<file path="config.mk">
export PLATFORM = sky130hd
export DESIGN_NAME = sm4_keygen_arbiter
export DESIGN_NICKNAME = d
export VERILOG_FILES = /design/src/rtl/sm4_keygen_arbiter.sv
export SDC_FILE = /design/constraint.sdc
export NUM_CORES = 1
export LEC_CHECK = 0
export CORE_ASPECT_RATIO = 0.9
export CORE_MARGIN = 1
export CORE_UTILIZATION = 40
export DETAILED_ROUTE_END_ITERATION = 10
export PLACE_DENSITY = 0.86
export SETUP_SLACK_MARGIN = 0.15
export SLEW_MARGIN = 20
export SYNTH_ARGS = -nofsm -noshare
export SYNTH_HDL_FRONTEND = slang
export SYNTH_SLANG_ARGS = --single-unit
</file>
<file path="constraint.sdc">
create_clock -name i_clk -period 5.4 [get_ports i_clk]
set_input_delay 0.81 -clock i_clk [delete_from_list [all_inputs] [get_ports i_clk]]
set_output_delay 0.81 -clock i_clk [all_outputs]
set_load 0.02 [all_outputs]
</file>
<file path="src/rtl/sm4_keygen_arbiter.sv">
// Round-robin arbiter sharing one SM4 LFSR key generator among NUM_REQ consumers:
// sequences the generator enable, captures each key and delivers it over valid/ready.
module sm4_keygen_arbiter #(
  parameter int NUM_REQ       = 4,
  parameter int ADV_CYCLES    = 8,
  parameter int WARMUP_CYCLES = 128,
  localparam int GW           = $clog2(NUM_REQ)
) (
  input  logic               i_clk,
  input  logic               i_rst_n,
  input  logic [NUM_REQ-1:0] i_req,
  input  logic [NUM_REQ-1:0] i_key_ready,
  output logic [NUM_REQ-1:0] o_key_valid,
  output logic [127:0]       o_key_data,
  output logic [GW-1:0]      o_grant_id,
  output logic               o_keygen_en,
  input  logic [127:0]       i_key,
  output logic               o_busy,
  output logic               o_init_done,
  output logic [31:0]        o_key_count
);

  localparam int unsigned NR      = NUM_REQ;
  localparam int          CNT_MAX = (WARMUP_CYCLES > ADV_CYCLES) ? WARMUP_CYCLES : ADV_CYCLES;
  localparam int          CW      = $clog2(CNT_MAX + 1);
  localparam logic [CW-1:0] WARM_LOAD = (WARMUP_CYCLES > 0) ? CW'(WARMUP_CYCLES - 1) : '0;
  localparam logic [CW-1:0] ADV_LOAD  = CW'(ADV_CYCLES - 1);
  localparam logic          INIT_RST  = (WARMUP_CYCLES == 0);

  typedef enum logic [2:0] {
    S_WARMUP,
    S_IDLE,
    S_ADVANCE,
    S_CAPTURE,
    S_DELIVER
  } state_t;

  localparam state_t RST_STATE = (WARMUP_CYCLES > 0) ? S_WARMUP : S_IDLE;

  state_t               state, state_nx;
  logic [CW-1:0]        cnt, cnt_nx;
  logic [GW-1:0]        rr_ptr, rr_nx;
  logic [GW-1:0]        grant_nx;
  logic [GW-1:0]        winner, idx;
  logic                 win_found;
  logic [NUM_REQ-1:0]   valid_nx;
  logic [127:0]         data_nx;
  logic [31:0]          count_nx;
  logic                 init_nx;

  // Enable is a pure decode of the registered state so the generator never sees a glitch.
  assign o_keygen_en = (state == S_WARMUP) || (state == S_ADVANCE);
  assign o_busy      = (state != S_IDLE);

  // First requester at or above the round-robin pointer, wrapping around.
  always_comb begin
    winner    = '0;
    win_found = 1'b0;
    idx       = '0;
    for (int unsigned i = 0; i < NR; i++) begin
      idx = GW'((32'(rr_ptr) + i) % NR);
      if (!win_found && i_req[idx]) begin
        winner    = idx;
        win_found = 1'b1;
      end
    end
  end

  always_comb begin
    state_nx = state;
    cnt_nx   = cnt;
    rr_nx    = rr_ptr;
    grant_nx = o_grant_id;
    valid_nx = o_key_valid;
    data_nx  = o_key_data;
    count_nx = o_key_count;
    init_nx  = o_init_done;
    case (state)
      S_WARMUP: begin
        if (cnt == '0) begin
          state_nx = S_IDLE;
          init_nx  = 1'b1;
        end else begin
          cnt_nx = cnt - CW'(1);
        end
      end
      S_IDLE: begin
        if (win_found) begin
          grant_nx = winner;
          cnt_nx   = ADV_LOAD;
          state_nx = S_ADVANCE;
        end
      end
      S_ADVANCE: begin
        if (cnt == '0) begin
          state_nx = S_CAPTURE;
        end else begin
          cnt_nx = cnt - CW'(1);
        end
      end
      S_CAPTURE: begin
        data_nx  = i_key;
        valid_nx = NUM_REQ'(1) << o_grant_id;
        state_nx = S_DELIVER;
      end
      S_DELIVER: begin
        if (i_key_ready[o_grant_id]) begin
          valid_nx = '0;
          count_nx = o_key_count + 32'd1;
          rr_nx    = GW'((32'(o_grant_id) + 32'd1) % NR);
          state_nx = S_IDLE;
        end
      end
      default: state_nx = RST_STATE;
    endcase
  end

  always_ff @(posedge i_clk or negedge i_rst_n) begin
    if (!i_rst_n) begin
      state       <= RST_STATE;
      cnt         <= WARM_LOAD;
      rr_ptr      <= '0;
      o_grant_id  <= '0;
      o_key_valid <= '0;
      o_key_data  <= '0;
      o_key_count <= '0;
      o_init_done <= INIT_RST;
    end else begin
      state       <= state_nx;
      cnt         <= cnt_nx;
      rr_ptr      <= rr_nx;
      o_grant_id  <= grant_nx;
      o_key_valid <= valid_nx;
      o_key_data  <= data_nx;
      o_key_count <= count_nx;
      o_init_done <= init_nx;
    end
  end

endmodule

</file>
==> results.toml <==
[synthesis]
synth_area_um2 = 7270
synth.distinct_cells = 45
synthFlopType = "dfrtp_1"
postSynthCellCount = 516
synth_top_area_cell = "dfrtp_1"
ys_ff_latch = 180
avgSynthCellArea_um2 = 14.1
synthTopCellsByArea = "dfrtp_1 (60%), mux2_2 (20%), xor2_1 (2.7%)"
yosys_warnings = 0
synth_top_area_share_pct = 59.6
ys_seq_area_share_pct = 62.1
async_flop_share_pct = 100
syn_nets = 661
synth_edf_count = 0

[worst_setup_path]
regToRegStartpoint = "state[1]"
cp_max_fo = 7
required_ps = 4590
crit_start = "state[0]"
critPathKind = "flop to output port"
critPathArrivalTime_ps = 1890
critPathCaptureType = "output port"
crit_path_start_kind = "flop"

[routing]
wl_per_cell_um = 17.2
remaining_drc_errors = 0
first_pass_iters = 4
ant_nets = 0
drt_iter0_drc = 225
drt_wl_total_um = 18500
via_per_inst = 4.81
via_count = 5166

[grt]
grt.total_usage_pct = 19.5
antenna_found_initial = 0
grt_pass1_vias = 5174
overflow = 0
grt_pass1_wl_um = 27900
grt_max_degree = 119

[cts]
postCtsSetupRepairBufs = 0
ctsRootBufferMaster = "clkbuf_16"
htree_levels = 4
clock_latency_ps = 420
cts_tree = "built"
clk_pin_slew_ps = 70
cts.path.max_buffers = 2
clock-sinks = 180
cts_hold_buf = 0
numCtsBuffers = 17
cts_resized = 0

[timing]
final.period_utilization_pct = 50.0
finalSetupViolations = 0
tns_ps = 0
hold_violations = 0
timing.slew.headroom_pct = 40.3
skew_ps = 11.1
worst_pin_slew_ps = 892
max_freq_mhz = 371
rsz0062_at_grt = "no"
final_max_slew_viol_count = 0
finalCriticalPeriod_ps = 2700

[power]
cellPowerDensity_nw_per_um2 = 546
vdd_drop_max_mv = 0.331
finalPower_mw = 6.08
leakagePower_nw = 4.76

[placed_design]
hpwl_um = 13600
place_congestion = 0.766
place.port_buffers = 306

[final_layout]
n_antenna_cell = 0
drive_gt1_share_pct = 21.4
fin_util_pct = 62.8
area_delta_synth_final_pct = 53.2
fin_nets = 967
mostFrequentLayoutCells = "clkdlybuf4s50_1 (305), dfrtp_1 (173), mux2_2 (130)"
final_common_cell = "clkdlybuf4s50_1"

[die]
io_pins = 307
fp.dieW_um = 144
die_area_um2 = 18700
core_um2 = 17700
rows = 46
die_y_um = 130
start_util_pct = 41.0

[hold_path]
hold_path.class = "input pin to asynchronous set/reset pin"

[run_status]
outcome = "finished, final reports clean"

[run]
maxCapViolations = 0
==> sequential cells by signal, indices dropped and copies added (netlist names) <==
signal       count
o_key_valid      4
o_key_count     32
rr_ptr           2
o_key_data     128
o_grant_id       2
o_init_done      1
state            3
cnt              8
==> critical path, cell delays in order (launching register included) <==
cell and delay [ps]:
dfrtp_1 440, or2_1 280, inv_1 120, clkdlybuf4s50_1 630
==> where the power goes <==
group	internal [mW]	leakage (nW)	switching (mW)	total, mW
clock network	0.610	0.273	0.570	1.18
registers	1.93	2.15	0.313	2.24
logic	1.42	2.34	1.23	2.66
total	3.96	4.76	2.12	6.08
==> through the flow <==
| step | worst slack (ps) | hold slack, ps | area, um^2 | std cells |
|---|---|---|---|---|
| 2_1_floorplan | 3340 | 461 | 7270 | 516 |
| 3_3_place_gp | 2560 | 448 | 10600 | 1043 |
| 3_5_place_dp | 2490 | 448 | 10600 | 1043 |
| 4_1_cts | 2680 | 426 | 11100 | 1075 |
| 5_1_grt | 2610 | 461 | 11100 | 1075 |
| 6_report | 2700 | 400 | 11100 | 1075 |
==> cells in the mapped netlist (7+ instances only) <==
| library cell | count |
|---|---|
| buf_2 | 11 |
| dfstp_2 | 7 |
| xor2_1 | 22 |
| dfrtp_1 | 173 |
| nor2_1 | 13 |
| nor3_1 | 13 |
| xnor2_1 | 10 |
| mux2_2 | 130 |
| nand3_1 | 13 |
| inv_1 | 19 |
| o21ai_0 | 11 |
| ha_1 | 7 |
| clkbuf_1 | 8 |
| nand2_1 | 17 |
==> path summary, 6_finish.rpt <==
| path | to | slack, ps | cells after the start |
|---|---|---|---|
| max | o_keygen_en | 2700 | 3 |
| min | o_key_data[88] | 400 | 1 |
| max reg2reg | o_key_data[53] | 3090 | 3 |
| min reg2reg | o_init_done | 470 | 1 |
| max in group asynchronous | o_key_data[58] | 3980 | 2 |
| min in group i_clk | o_init_done | 470 | 1 |
==> cells by family (layout without fill, tap and decap cells) <==
family,count (synthesis),after routing,share of synthesized area [%]
buffers and inverters,40,359,2.36
adders and majority gates,7,7,1.20
muxes,134,134,20.9
DFF,180,180,62.1
AOI/OAI and AO/OA,27,27,2.19
xor gates and xnor gates,32,32,3.86
and+or+nand+nor,96,96,7.45
==> layer usage <==
metal / GRT usage, % / share of wire [%] / up-vias
met2: 34.0 / 52 / 165
li1: - / - / 2423
met3: 5.21 / 6.7 / 14
met4: 5.07 / 1.0 / 0
met1: 23.9 / 40 / 2564
met5: 0 / 0 / -
==> cell type report <==
| class | count | area, um^2 |
|---|---|---|
| inverters | 19 | 71.3 |
| multi-input cells | 296 | 2580 |
| clock inverters | 15 | 135 |
| fillers | 1367 | 6590 |
| flip-flops and latches | 180 | 4510 |
| repair buffers | 308 | 3100 |
| clock buffers | 17 | 425 |
| well taps | 240 | 300 |
Note: power is estimated with default switching activity, not from simulation.
